### config.mk
export PLATFORM = sky130hd
export DESIGN_NAME = data_mem_arbiter
export DESIGN_NICKNAME = d
export VERILOG_FILES = /design/src/rtl/data_mem_arb_pkg.sv /design/src/rtl/data_mem_arbiter_rr_arb2.sv /design/src/rtl/data_mem_arbiter.sv
export SDC_FILE = /design/constraint.sdc
export NUM_CORES = 1
export LEC_CHECK = 0
export BUFFER_PORTS_ARGS = -buffer_cell sky130_fd_sc_hd__buf_2
export CAP_MARGIN = 20
export CORE_ASPECT_RATIO = 1.75
export CORE_MARGIN = 2
export CORE_UTILIZATION = 26
export DETAILED_ROUTE_END_ITERATION = 16
export GPL_ROUTABILITY_DRIVEN = 0
export PLACE_DENSITY = 0.58
export SYNTH_ARGS = -nofsm -noshare
export SYNTH_HDL_FRONTEND = slang
export SYNTH_SLANG_ARGS = --single-unit
### constraint.sdc
create_clock -name clk -period 2 [get_ports clk]
set_clock_uncertainty 0.2 [all_clocks]
set_input_delay 0.1 -clock clk [delete_from_list [all_inputs] [get_ports clk]]
set_output_delay 0.1 -clock clk [all_outputs]
set_load 0.005 [all_outputs]
### src/rtl/data_mem_arb_pkg.sv
`default_nettype none
// +--------------------------------------------------------------------+
// | Module      : data_mem_arb_pkg                                     |
// | Description : Shared types and constants for the data-memory       |
// |               arbiter (FSM states, port index, alignment width).   |
// | Revision    : 1.0  initial release                                 |
// +--------------------------------------------------------------------+
package data_mem_arb_pkg;

  typedef enum logic [1:0] {
    IDLE   = 2'd0,
    ACCESS = 2'd1,
    RESP   = 2'd2
  } state_t;

  // Index of a requester: 0 = load/store unit, 1 = DMA/debug port.
  typedef logic port_t;

  // Low address bits that must be zero for a word access.
  localparam int ALIGN_BITS = 2;

  // True when the byte offset inside the word is non-zero.
  function automatic logic is_misaligned(input logic [ALIGN_BITS-1:0] lsb);
    return |lsb;
  endfunction

endpackage : data_mem_arb_pkg
`default_nettype wire

### src/rtl/data_mem_arbiter_rr_arb2.sv
`default_nettype none
// +--------------------------------------------------------------------+
// | Module      : rr_arb2                                              |
// | Description : Two-way round-robin arbiter. Single requester always |
// |               wins; on a tie the port that did not win last time   |
// |               is chosen.                                           |
// | Revision    : 1.0  initial release                                 |
// +--------------------------------------------------------------------+
module rr_arb2
  import data_mem_arb_pkg::*;
(
  input  logic       clk,
  input  logic       rst_n,
  input  logic [1:0] req,
  input  logic       advance,
  output logic [1:0] gnt
);

  port_t last_grant_q;
  port_t last_grant_d;

  // Winner selection and round-robin pointer update.
  always_comb begin
    gnt          = 2'b00;
    last_grant_d = last_grant_q;
    case (req)
      2'b01:   gnt = 2'b01;
      2'b10:   gnt = 2'b10;
      2'b11:   gnt = (last_grant_q == 1'b1) ? 2'b01 : 2'b10;
      default: gnt = 2'b00;
    endcase
    // Pointer only moves when the grant is actually taken.
    if (advance && (|gnt)) begin
      last_grant_d = gnt[1];
    end
  end

  // Pointer register; resets to port 1 so port 0 wins the first tie.
  always_ff @(posedge clk or negedge rst_n) begin
    if (!rst_n) begin
      last_grant_q <= 1'b1;
    end else begin
      last_grant_q <= last_grant_d;
    end
  end

endmodule : rr_arb2
`default_nettype wire

### src/rtl/data_mem_arbiter.sv
`default_nettype none
// +--------------------------------------------------------------------+
// | Module      : data_mem_arbiter                                     |
// | Description : Shares one single-port data memory between the LSU   |
// |               (port 0) and the DMA/debug port (port 1). Round-robin|
// |               req/gnt, IDLE->ACCESS->RESP, misaligned words are    |
// |               rejected without touching the memory.                |
// | Revision    : 1.0  initial release                                 |
// +--------------------------------------------------------------------+
module data_mem_arbiter
  import data_mem_arb_pkg::*;
#(
  parameter int ADDR_SIZE  = 32,
  parameter int DATA_WIDTH = 32
) (
  input  logic                  clk,
  input  logic                  rst_n,

  input  logic                  p0_req,
  input  logic                  p0_we,
  input  logic [ADDR_SIZE-1:0]  p0_addr,
  input  logic [DATA_WIDTH-1:0] p0_wdata,
  output logic                  p0_gnt,
  output logic                  p0_done,
  output logic [DATA_WIDTH-1:0] p0_rdata,
  output logic                  p0_err,

  input  logic                  p1_req,
  input  logic                  p1_we,
  input  logic [ADDR_SIZE-1:0]  p1_addr,
  input  logic [DATA_WIDTH-1:0] p1_wdata,
  output logic                  p1_gnt,
  output logic                  p1_done,
  output logic [DATA_WIDTH-1:0] p1_rdata,
  output logic                  p1_err,

  output logic                  mem_read_en,
  output logic                  mem_write_en,
  output logic [ADDR_SIZE-1:0]  mem_addr,
  output logic [DATA_WIDTH-1:0] mem_write_data,
  input  logic [DATA_WIDTH-1:0] mem_read_data
);

  state_t                  state_q,     state_d;
  port_t                   cmd_port_q,  cmd_port_d;
  logic                    cmd_we_q,    cmd_we_d;
  logic [ADDR_SIZE-1:0]    cmd_addr_q,  cmd_addr_d;
  logic [DATA_WIDTH-1:0]   cmd_wdata_q, cmd_wdata_d;
  logic [DATA_WIDTH-1:0]   rdata_q,     rdata_d;
  logic                    err_q,       err_d;

  logic [1:0]              arb_gnt;
  logic                    in_idle;
  logic                    in_access;
  logic                    in_resp;

  logic                    sel_we;
  logic [ADDR_SIZE-1:0]    sel_addr;
  logic [DATA_WIDTH-1:0]   sel_wdata;

  assign in_idle   = (state_q == IDLE);
  assign in_access = (state_q == ACCESS);
  assign in_resp   = (state_q == RESP);

  rr_arb2 u_arb (
    .clk     (clk),
    .rst_n   (rst_n),
    .req     ({p1_req, p0_req}),
    .advance (in_idle),
    .gnt     (arb_gnt)
  );

  // Mux the winning requester's command fields.
  always_comb begin
    sel_we    = p0_we;
    sel_addr  = p0_addr;
    sel_wdata = p0_wdata;
    if (arb_gnt[1]) begin
      sel_we    = p1_we;
      sel_addr  = p1_addr;
      sel_wdata = p1_wdata;
    end
  end

  // Next-state and command capture for the IDLE/ACCESS/RESP sequence.
  always_comb begin
    state_d     = state_q;
    cmd_port_d  = cmd_port_q;
    cmd_we_d    = cmd_we_q;
    cmd_addr_d  = cmd_addr_q;
    cmd_wdata_d = cmd_wdata_q;
    rdata_d     = rdata_q;
    err_d       = err_q;
    case (state_q)
      IDLE: begin
        if (|arb_gnt) begin
          cmd_port_d = arb_gnt[1];
          cmd_we_d   = sel_we;
          rdata_d    = '0;
          if (is_misaligned(sel_addr[ALIGN_BITS-1:0])) begin
            // Address/data stay untouched so the memory bus keeps its
            // last driven values while the error is reported.
            err_d   = 1'b1;
            state_d = RESP;
          end else begin
            cmd_addr_d  = sel_addr;
            cmd_wdata_d = sel_wdata;
            err_d       = 1'b0;
            state_d     = ACCESS;
          end
        end
      end
      ACCESS: begin
        if (!cmd_we_q) begin
          rdata_d = mem_read_data;
        end
        state_d = RESP;
      end
      RESP: begin
        state_d = IDLE;
      end
      default: begin
        state_d = IDLE;
      end
    endcase
  end

  // State and command registers; async reset aborts any transaction.
  always_ff @(posedge clk or negedge rst_n) begin
    if (!rst_n) begin
      state_q     <= IDLE;
      cmd_port_q  <= 1'b0;
      cmd_we_q    <= 1'b0;
      cmd_addr_q  <= '0;
      cmd_wdata_q <= '0;
      rdata_q     <= '0;
      err_q       <= 1'b0;
    end else begin
      state_q     <= state_d;
      cmd_port_q  <= cmd_port_d;
      cmd_we_q    <= cmd_we_d;
      cmd_addr_q  <= cmd_addr_d;
      cmd_wdata_q <= cmd_wdata_d;
      rdata_q     <= rdata_d;
      err_q       <= err_d;
    end
  end

  // Requester-side outputs: grants only in IDLE, responses only in RESP.
  always_comb begin
    p0_gnt   = arb_gnt[0] && in_idle;
    p1_gnt   = arb_gnt[1] && in_idle;
    p0_done  = in_resp && (cmd_port_q == 1'b0);
    p1_done  = in_resp && (cmd_port_q == 1'b1);
    p0_rdata = p0_done ? rdata_q : '0;
    p1_rdata = p1_done ? rdata_q : '0;
    p0_err   = p0_done && err_q;
    p1_err   = p1_done && err_q;
  end

  // Memory-side outputs: strobes only during the single ACCESS cycle.
  always_comb begin
    mem_read_en    = in_access && !cmd_we_q;
    mem_write_en   = in_access &&  cmd_we_q;
    mem_addr       = cmd_addr_q;
    mem_write_data = cmd_wdata_q;
  end

endmodule : data_mem_arbiter
`default_nettype wire

# Word-level counts from Yosys, hierarchy flattened

Index checks and enable logic that the tools add are counted.

Register bits after elaboration: 102
Bits in latches: 0
Bits in writable memories: 0
ROM bits: 0
Input port bits: 166
Output and inout bits: 136
Logic and storage cells: 48
Memories kept: 0

Add/subtract/negate cells: 0
$mul: 0
Div/mod/pow operators: 0
Order comparisons: 0
Equality and inequality tests: 7
Shift-type cells: 0
Muxes and demuxes: 14
Bitwise operators: 2
Reduce and logical (&&, ||, !) cells: 17

Operator list:

| operator                                              | number |
|---|---|
| two-way mux 32 bit                                    | 6 |
| case mux 32 bit (2 select lines)                      | 1 |
| logical AND 1 bit                                     | 9 |
| equality test 2 bit, second input constant            | 3 |
| two-way mux 2 bit                                     | 3 |
| case mux 2 bit (3 select lines)                       | 1 |
| AND reduction 3 bit                                   | 2 |
| equality test 2 x 1 -> 1 bit, second input constant   | 2 |
| case mux 2 bit (2 select lines)                       | 1 |
| OR reduction 2 bit                                    | 2 |
| zero test 2 bit                                       | 1 |
| two-way mux 1 bit                                     | 2 |
| inequality test 2 x 1 -> 1 bit, second input constant | 1 |
| inequality test 2 bit, second input constant          | 1 |
| NOT 1 bit                                             | 2 |
| AND reduction 2 bit                                   | 1 |
| nonzero test 2 bit                                    | 1 |
| zero test 1 bit                                       | 1 |

# Logic depth before layout (Yosys ltp)

Gate-level depths: netlist of run 1.

Depth in word-level cells: 7
Gate-level depth with buffers: 6

# By module

Synthesis of run 1 repeated with hierarchy kept, for this count alone.

Cell total of the unflattened synthesis: 385
Area, all modules: 5032.3 µm²

By module, submodules not included:

| module           | instances | cells an instance | area each (µm²) |
|---|---|---|---|
| data_mem_arbiter | 1         | 379               | 4976.0 |
| rr_arb2          | 1         | 6                 | 56.3 |

# Least setup slack after synthesis of run 1

Ideal clock, no wire load.

Path kind: register to register
Start point: register state_q[1]
End point: register cmd_addr_q[10] (netlist: mem_addr[10])
Setup time: 125 ps
Data arrival time: 1548 ps
Data required time: 1675 ps
Path slack: 127 ps
Stages on the path, launching flop included: 7
Buffers on the path: 2
Clock period less this slack: 1873 ps
Cells stage by stage: dfrtp_1 nor2_1 o21ai_1 nor2_1 buf_6 buf_6 mux2_4

Word-level cells in the longest chain between the ends: 2

Ends and longest elaborated chain:

| item                          | RTL line                | source |
|---|---|---|
| from (decl)                   | data_mem_arbiter.sv:44  | `state_t state_q, state_d;` |
| from (signal assigned)        | data_mem_arbiter.sv:139 | `state_q <= state_d;` |
| zero test 2 bit               | data_mem_arbiter.sv:94  | `case (state_q)` |
| AND reduction 3 bit (no line) | --                      |  |
| to (signal assigned)          | data_mem_arbiter.sv:142 | `cmd_addr_q <= cmd_addr_d;` |
| to (decl)                     | data_mem_arbiter.sv:47  | `logic [ADDR_SIZE-1:0] cmd_addr_q, cmd_addr_d;` |

Every way passes these cells.
A chain may end at the register's enable or synchronous reset.

# Final worst setup path of run 1

Start point: register u_arb.last_grant_q
End point: register cmd_wdata_q[1] (netlist: mem_write_data[1])

Word-level cells in the longest chain between the ends: 6
Elaborated cells on any way between the ends: 8
Those cells by class: mux: 4; bitwise: 1; reduce/logical: 3

Ends and longest elaborated chain:

| item                              | RTL line                       | source |
|---|---|---|
| from (decl)                       | data_mem_arbiter_rr_arb2.sv:19 | `port_t last_grant_q;` |
| from (signal assigned)            | data_mem_arbiter_rr_arb2.sv:43 | `last_grant_q <= last_grant_d;` |
| two-way mux 2 bit *               | data_mem_arbiter_rr_arb2.sv:29 | `2'b11: gnt = (last_grant_q == 1'b1) ? 2'b01 : 2'b10;` |
| case mux 2 bit (3 select lines) * | data_mem_arbiter_rr_arb2.sv:26 | `case (req)` |
| two-way mux 32 bit                | data_mem_arbiter.sv:78         | `if (arb_gnt[1]) begin` |
| OR reduction 2 bit                | data_mem_arb_pkg.sv:24         | `return \|lsb;` |
| NOT 1 bit (no line)               | --                             |  |
| AND reduction 3 bit (no line)     | --                             |  |
| to (signal assigned)              | data_mem_arbiter.sv:143        | `cmd_wdata_q <= cmd_wdata_d;` |
| to (decl)                         | data_mem_arbiter.sv:48         | `logic [DATA_WIDTH-1:0] cmd_wdata_q, cmd_wdata_d;` |

Every way passes the cells marked *; elsewhere a longest branch is shown, timed or not.

==> reports/metrics.cfg, run 1 <==
[outcome]
status=complete, no violations

[global_routing]
first_global_vias=5170
gr-usage-all-layers=0.162
grt_start_max_net_pins=42
grt_overflow=0
antenna_found_initial=0
grt_pass1_wl_um=26000

[setup_path]
path_max_fanout=13
critical_path_arrival_ns=2.00
crit_required_ns=2.02
endpoint_kind=flip-flop
worstSetupPathType=reg2reg
critPathLaunchType=flip-flop

[placement]
io_buffers=301
dp_hpwl_um=11100

[logic_synthesis]
syn_avg_cell_area_um2=13.6
synth_top_area_cell=dfrtp_1
ys_top_cells_by_area=dfrtp_1 (49%), mux2_2 (14%), mux2_4 (14%), and2_1 (8.1%), a22o_1 (5.4%)
synthDistinctLibCells=24
syn_area_mm2=0.00515
synth.yosys.warnings=0
synth_seq_cells=102
synth_top_area_share=0.491
synth-seq-area-share=0.496
synthCells=378
synth_nets=544

[sta]
slew_headroom=0.684
final-setup-viol-count=0
whs_ns=0.0584
max_clock_freq_mhz=507
slew_viol_final=0
rsz0062_at_grt=yes
worst_slew_pin_slew_ns=0.473
fin_crit_ns=1.97
finalHoldViolCount=0
timing.final.crit_share=0.987

[cts]
cts_root_buffer=clkbuf_16
insertion_delay_ns=0.33
cts_tree=done
cts_htree_levels=3
numCtsBuffers=9
cts_buffer_depth=2
clkTransAtPathRegs_ns=0.07
numClockSinks=102

[routing]
first_iter_violations=117
post-route-drc-count=0
drt-pass1-iter-count=4
wl_um=17300
num_vias=4781
wl_per_cell_um=15.8
viasPerCell=4.35
antenna_left=0

[floorplanning]
coreArea_mm2=0.0196
rows=68
fp.dieW_um=110
fp.dieH_um=190
start_util=0.263
die_area_mm2=0.0210
io_pins=302

[final_layout]
syn2layout_area_growth_pct=77.4
seqCellArea_mm2=0.00255
fillers=1761
drive_gt1_frac=0.542
fin_nets=1014
multi_input_area_mm2=0.00249
diodes=0
final_util=0.466

[flow_run]
maxCapViolCount=0

[power]
pwr_density_cell_mw_per_mm2=923
p_leak_nw=4.60
vdd_drop_max_uv=476

[hold_path]
hold_class=in2async

## routing by layer
metal  GRT usage  vias to the layer above  part of all wire
met4      0.0615                        0             0.033
li1            -                     2273                 -
met5           0                        -                 0
met2       0.309                      209              0.54
met3      0.0353                       39             0.056
met1       0.168                     2260              0.37
## logic make-up after synthesis
family,Yosys count,share of synthesized area
multiplexers,127,0.312
buffers and inverters,29,0.0323
AND/OR/NAND/NOR,80,0.0956
AO/OA/AOI/OAI,40,0.0642
flip-flops,102,0.496
## where the power goes
group          switching, mW  internal (mW)
sequential             0.448           2.83
combinational           1.25           2.09
clock                  0.799           1.02
total                   2.50           5.93
## final timing paths
| path | start | to | slack [ns] | cells past startpoint |
|---|---|---|---|---|
| worst max-delay path | u_arb.last_grant_q$_DFFE_PN1P_ | mem_write_data[1]$_DFFE_PN0P_ | 0.03 | 6 |
| worst min-delay path | rst_n | rdata_q[10]$_DFFE_PN0P_ | 0.06 | 2 |
| worst max register to register | u_arb.last_grant_q$_DFFE_PN1P_ | mem_write_data[1]$_DFFE_PN0P_ | 0.03 | 6 |
| worst min register to register | mem_addr[4]$_DFFE_PN0P_ | mem_addr[4]$_DFFE_PN0P_ | 0.28 | 1 |
| max in group asynchronous | rst_n | mem_write_data[1]$_DFFE_PN0P_ | 0.93 | 3 |
| min in group clk | p0_req | cmd_we_q$_DFFE_PN0P_ | 0.16 | 5 |
## state kept, by name, summed over array words and instances, names as in the netlist
signal,count
mem_write_data,32
state_q,2
err_q,1
cmd_we_q,1
cmd_port_q,1
u_arb.last_grant_q,1
mem_addr,32
rdata_q,32
## layout make-up
cell class                 count  area share
inverter                       1    0.000411
clock buffer                  11      0.0266
clock inverter                 5     0.00699
tap                          245      0.0336
timing repair buffer         487       0.380
multi-input combinational    247       0.272
sequential                   102       0.280
## placed cells by master (no fill, tap or decap), drive strengths merged, types with 3 or more instances in the layout
cell	instances
buf	324
inv	4
nor2b	3
and2	67
clkbuf	12
nor2	5
dlygate4sd3	162
dfrtp	101
o21ai	3
mux2	125
a22o	32
## stage by stage
stage | instances | cell area [µm²] | power [mW] | setup TNS, ns | worst slack (ns)
2_1_floorplan | 378 | 5150 | 4.85 | 0 | 0.127
3_3_place_gp | 919 | 7130 | 6.24 | 0 | 0.0784
3_5_place_dp | 919 | 7130 | 6.29 | 0 | 0.0146
4_1_cts | 1097 | 9050 | 8.45 | 0 | 0.0121
5_1_grt | 1098 | 9130 | 8.98 | -0.560 | -0.0340
6_report | 1098 | 9130 | 8.43 | 0 | 0.0266
## Yosys cell counts (all sizes together)
cell    instances
a21boi          1
a21o            1
a21oi           2
a22o           32
a31oi           1
and2           67
and3            1
buf            16
clkbuf         12
dfrtp         101
dfstp           1
inv             1
mux2          125
mux2i           2
nand2           1
nor2            5
nor2b           3
nor3            1
nor3b           2
o21ai           3
## critical path, stage by stage (launching register included)
cell,delay (ns)
dfstp_2,0.56
a21boi_4,0.09
mux2i_4,0.20
nor2_4,0.16
buf_12,0.16
buf_12,0.17
mux2_4,0.30
## what timing repair did
| action | CTS | global route |
|---|---|---|
| endpoints found under the hold margin | 198 | 0 |
| hold buffers | 162 | 0 |
| resized for setup | 0 | 12 |
| buffers inserted | 0 | 0 |
| setup endpoints to repair | 0 | 117 |
No activity file was read; power rests on OpenSTA's default activity.
==> run 2: changes to the inputs <==
- PLACE_DENSITY: 0.58 -> 0.56
- clock period: 2 -> 1.94 ns (I/O delays scaled with it)
==> run 2 against run 1 <==
Via count up 2.3%. Sequential cell count unchanged. Final cell count up 0.64%. Sequential power up 4%. Combinational power up 7.8%. Setup slack worse by 0.017 ns. Worst hold slack worse by 0.0064 ns. Critical path depth unchanged. Die area unchanged. Highest routed layer unchanged.
==> reports/metrics.cfg, run 2 (synthesis results as in run 1) <==
[routing]
wl_um=18400  ; +6.1%
num_vias=4892  ; +2.3%
viasPerCell=4.43  ; +1.7%
first_iter_violations=139  ; +19%
post-route-drc-count=0  ; unchanged
drt-pass1-iter-count=4  ; unchanged
wl_per_cell_um=16.7  ; +5.5%
antenna_left=0  ; unchanged

[final_layout]
fillers=1745  ; -0.91%
layout_commonest_cell=buf_2
most-common-layout-cells=buf_2 (292), dlygate4sd3_1 (162), dfrtp_1 (101), mux2_2 (62), and2_1 (59)
diodes=0  ; unchanged
final_util=0.474  ; +0.00799
drive_gt1_frac=0.551  ; +0.00954
syn2layout_area_growth_pct=80.4
fin_nets=1022  ; +0.79%

[sta]
fin_crit_ns=1.93  ; -0.0431 ns
worst_slew_pin_slew_ns=0.430  ; -0.0436 ns
max_clock_freq_mhz=518  ; +2.2%
slew_headroom=0.714  ; +0.0291
final-setup-viol-count=0  ; unchanged
setup_ws_ns=0.00965  ; -0.0169 ns
slew_viol_final=0  ; unchanged
finalHoldViolCount=0  ; unchanged
rsz0062_at_grt=yes
timing.final.crit_share=0.995  ; +0.00832

[floorplanning]
io_pins=302  ; unchanged
fp.dieH_um=190  ; unchanged
start_util=0.263  ; unchanged
rows=68  ; unchanged
die_area_mm2=0.0210  ; unchanged
coreArea_mm2=0.0196  ; unchanged
fp.dieW_um=110  ; unchanged

[setup_path]
cp_slowest_cell=dfstp_2
path_delay_family=flip-flops
critPathLaunchType=flip-flop
crit_required_ns=1.96  ; -0.06 ns
critical_path_arrival_ns=1.95  ; -0.05 ns
rrSetupSlack_ns=0.01  ; -0.02 ns
path_max_fanout=10  ; -3
path_cells=a21boi_4 > mux2i_2 > nor2_4 > buf_12 > buf_4 > mux2_4
critical_path.max_stage_delay_ns=0.57  ; about the same
worst-path-buf-inv=2  ; unchanged
worstSetupPathType=reg2reg
endpoint_kind=flip-flop

[power]
vdd_drop_max_uv=525  ; +10%
p_leak_nw=4.66  ; +1.2%
totalPowerFinal_mw=8.68  ; +3.1%
pwr_density_cell_mw_per_mm2=935  ; +1.3%

[placement]
io_buffers=301  ; unchanged
dp_slack_ns=-0.0182  ; -0.0329 ns
dp_hpwl_um=11300  ; +1.7%

[cts]
clkTransAtPathRegs_ns=0.07  ; about the same
cts_tree=done
cts_buffer_depth=2  ; unchanged
numCtsBuffers=9  ; unchanged
insertion_delay_ns=0.33  ; about the same
cts_root_buffer=clkbuf_16
numClockSinks=102  ; unchanged
cts_htree_levels=3  ; unchanged

[global_routing]
gr-usage-all-layers=0.162  ; -0.000174
grt_pass1_wl_um=26100  ; +0.45%
grt_overflow=0  ; unchanged
first_global_vias=5224  ; +1.0%
grt_start_max_net_pins=41  ; -2.4%
antenna_found_initial=0  ; unchanged

[flow_run]
maxCapViolCount=0  ; unchanged

[outcome]
status=complete, no violations

[hold_path]
hold_class=in2async

[run 2: worst reg2reg max path, cell delays in order (launching register included)]
cell and delay [ns]:
dfstp_2 0.57, a21boi_4 0.07, mux2i_2 0.18, nor2_4 0.14, buf_12 0.16, buf_4 0.20, mux2_4 0.31
[run 2: through the flow]
step	instance area [µm²]	hold WS [ns]	cells	setup TNS, ns
after CTS	9050	0.0469	1099	-0.00409
after global placement	7120	-0.126	922	0
after floorplan	5150	-0.399	378	0
after detailed placement	7120	-0.131	922	-0.225
after global routing	9290	0.0672	1105	-1.39
final	9290	0.0520	1105	0
[run 2: per-layer routing]
metal / vias up / global-route usage / part of all wire
met5: - / 0 / 0
met3: 59 / 0.0298 / 0.047
met1: 2325 / 0.164 / 0.36
met4: 0 / 0.0813 / 0.039
li1: 2282 / - / -
met2: 226 / 0.306 / 0.56
[run 2: where the power goes]
part,switching [mW],internal [mW],total [mW]
sequential,0.475,2.91,3.39
clock,0.799,0.907,1.71
combinational,1.36,2.23,3.59
total,2.63,6.05,8.68
[run 2: area by class of cell]
cell class,count,area (µm²),area share
timing repair buffer,495,3650,0.393
sequential,102,2550,0.275
multi-input combinational,247,2490,0.268
tap,245,307,0.0330
clock buffer,11,243,0.0261
clock inverter,4,32.5,0.00350
inverter,1,6.26,0.000674
[run 2: what timing repair did]
action	in CTS	in global routing
pin swaps	0	1
endpoints found under the setup margin	71	71
gates cloned	0	5
setup buffers	0	1
gates resized for setup	9	23
hold endpoints to repair	199	0
hold buffers	162	0
[run 2: final timing paths]
check / start / end / depth (start not counted)
min reg2reg: mem_write_data[27]$_DFFE_PN0P_ / mem_write_data[27]$_DFFE_PN0P_ / 1
max: u_arb.last_grant_q$_DFFE_PN1P_ / mem_write_data[5]$_DFFE_PN0P_ / 6
min: rst_n / rdata_q[16]$_DFFE_PN0P_ / 2
min in group clk: p1_addr[0] / state_q[0]$_DFFE_PN0P_ / 5
max reg2reg: u_arb.last_grant_q$_DFFE_PN1P_ / mem_write_data[5]$_DFFE_PN0P_ / 6
max in group asynchronous: rst_n / mem_write_data[4]$_DFFE_PN0P_ / 3
==> run 3: changes to the inputs <==
- PLACE_DENSITY: 0.56 -> 0.53
==> run 3 against run 2 <==
The run now ends with setup timing left. Fmax decreased by 3.5%. Worst hold slack gained 0.057 ns. Count of clock-buffer cells in the layout is the same. Largest power group unchanged. Clock power rose by 12%. First-iteration DRC count increased by 40%. Highest routed layer unchanged. Via count rose by 1.9%.
==> reports/metrics.cfg, run 3 (synthesis results as in run 1) <==
[power]
p_leak_nw=4.81  ; +3.2%
vdd_drop_max_uv=514  ; -2.1%
totalPowerFinal_mw=9.22  ; +6.1%
pwr_density_cell_mw_per_mm2=952  ; +1.7%

[routing]
drt-pass1-iter-count=4  ; unchanged
post-route-drc-count=0  ; unchanged
first_iter_violations=195  ; +40%
num_vias=4987  ; +1.9%
wl_per_cell_um=18.2  ; +9.3%
viasPerCell=4.49  ; +1.4%
wl_um=20200  ; +9.9%
antenna_left=0  ; unchanged

[cts]
numClockSinks=102  ; unchanged
cts_root_buffer=clkbuf_16
cts_tree=done
cts_htree_levels=3  ; unchanged
insertion_delay_ns=0.33  ; about the same
numCtsBuffers=9  ; unchanged
cts_buffer_depth=2  ; unchanged
clkTransAtPathRegs_ns=0.07  ; about the same

[global_routing]
antenna_found_initial=0  ; unchanged
grt_start_max_net_pins=66  ; +61%
gr-usage-all-layers=0.160  ; -0.00183
grt_overflow=0  ; unchanged
grt_pass1_wl_um=26100  ; unchanged
first_global_vias=5390  ; +3.2%

[final_layout]
layout_commonest_cell=buf_2
fin_nets=1027  ; +0.49%
multi_input_area_mm2=0.00260  ; +4.4%
final_util=0.495  ; +0.0204
fillers=1681  ; -3.7%
drive_gt1_frac=0.597  ; +0.0458
syn2layout_area_growth_pct=88.2
most-common-layout-cells=buf_2 (270), dlygate4sd3_1 (163), dfrtp_1 (101), mux2_2 (63), mux2_4 (61)
finalNonFillerCells=1111  ; +0.54%
seqCellArea_mm2=0.00255  ; unchanged
diodes=0  ; unchanged

[outcome]
status=finished with violations
violations=setup timing

[sta]
rsz0062_at_grt=yes
final-setup-viol-count=66  ; +66
worst_slew_pin_slew_ns=0.561  ; +0.131 ns
max_clock_freq_mhz=500  ; -3.5%
whs_ns=0.109  ; +0.0570 ns
slew_headroom=0.624  ; -0.0891
slew_viol_final=0  ; unchanged
finalSetupTns_ns=-1.82  ; -1.82 ns
timing.final.crit_share=1.03  ; +0.0361
fin_crit_ns=2.00  ; +0.0699 ns
setup_ws_ns=-0.0603  ; -0.0699 ns
finalHoldViolCount=0  ; unchanged

[floorplanning]
fp.dieH_um=190  ; unchanged
coreArea_mm2=0.0196  ; unchanged
io_pins=302  ; unchanged
die_area_mm2=0.0210  ; unchanged
fp.dieW_um=110  ; unchanged
start_util=0.263  ; unchanged
rows=68  ; unchanged

[setup_path]
endpoint_kind=flip-flop
critical_path.max_stage_delay_ns=0.56  ; about the same
critPathLaunchType=flip-flop
path_max_fanout=9  ; -1
cp_slowest_cell=dfstp_2
crit_required_ns=1.96  ; about the same
worstSetupPathType=reg2reg
critical_path_arrival_ns=2.02  ; +0.07 ns
path_cells=a21boi_4 > mux2i_4 > nor2_4 > buf_12 > buf_6 > mux2_4

[placement]
dp_cells=912  ; -1.1%
dp_hpwl_um=11100  ; -1.7%
io_buffers=301  ; unchanged

[hold_path]
hold_class=in2async

[flow_run]
maxCapViolCount=0  ; unchanged

[run 3: cell types whose count changed in the layout (fill, tap and decap cells not counted), sizes merged]
| cell | previous run | this run |
|---|---|---|
| clkbuf | 16 | 19 |
| bufinv | 0 | 1 |
| dlygate4sd3 | 162 | 163 |
| buf | 328 | 329 |
| clkinv | 1 | 2 |
| clkinvlp | 2 | 1 |
[run 3: per-layer routing]
layer | share of wire | GRT usage | wire, µm | vias to the layer above
met2 | 0.56 | 0.303 | 11400 | 235
met4 | 0.033 | 0.0736 | 673 | 0
met3 | 0.051 | 0.0329 | 1030 | 48
met5 | 0 | 0 | 0 | -
met1 | 0.35 | 0.163 | 7180 | 2408
li1 | - | - | - | 2296
[run 3: worst paths after layout]
| path | startpoint | to | slack [ns] | depth (start not counted) |
|---|---|---|---|---|
| max | u_arb.last_grant_q$_DFFE_PN1P_ | mem_addr[19]$_DFFE_PN0P_ | -0.06 | 6 |
| min | rst_n | rdata_q[29]$_DFFE_PN0P_ | 0.11 | 3 |
| max reg2reg | u_arb.last_grant_q$_DFFE_PN1P_ | mem_addr[19]$_DFFE_PN0P_ | -0.06 | 6 |
| min reg2reg | mem_write_data[24]$_DFFE_PN0P_ | mem_write_data[24]$_DFFE_PN0P_ | 0.29 | 1 |
| max in group asynchronous | rst_n | mem_write_data[19]$_DFFE_PN0P_ | 0.52 | 3 |
| min in group clk | p1_req | cmd_we_q$_DFFE_PN0P_ | 0.11 | 5 |
[run 3: layout make-up]
class | count | share of cell area
Timing Repair Buffer | 500 | 0.403
Multi-Input combinational cell | 247 | 0.269
Sequential cell | 102 | 0.264
Tap cell | 245 | 0.0317
Clock buffer | 11 | 0.0261
Clock inverter | 5 | 0.00685
Inverter | 1 | 0.000388
[run 3: power breakdown]
group | switching [mW] | internal, mW | total (mW)
Combinational | 1.43 | 2.44 | 3.87
Sequential | 0.515 | 2.91 | 3.43
Clock | 0.830 | 1.09 | 1.92
Total | 2.78 | 6.44 | 9.22
[run 3: repair_timing]
action / in CTS / in global routing
hold endpoints to repair: 199 / 0
gates cloned: 0 / 14
hold buffers: 163 / 0
setup endpoints to repair: 40 / 130
resized for setup: 2 / 88
pin swaps: 0 / 13
buffers inserted: 0 / 6
[run 3: per-stage QoR]
stage	worst slack, ns	area [µm²]
6_report	-0.0603	9680
5_1_grt	-0.111	9680
4_1_cts	-0.0609	8990
3_5_place_dp	-0.0559	7030
3_3_place_gp	-0.124	7000
2_1_floorplan	0.0666	5150
[run 3: critical path: cells and delay by family, from the launching register on]
kind	cells	cell delay, ns
buffers and inverters	2	0.37
and+or+nand+nor	1	0.15
muxes	2	0.51
AOI/OAI and AO/OA	1	0.09
DFF	1	0.56
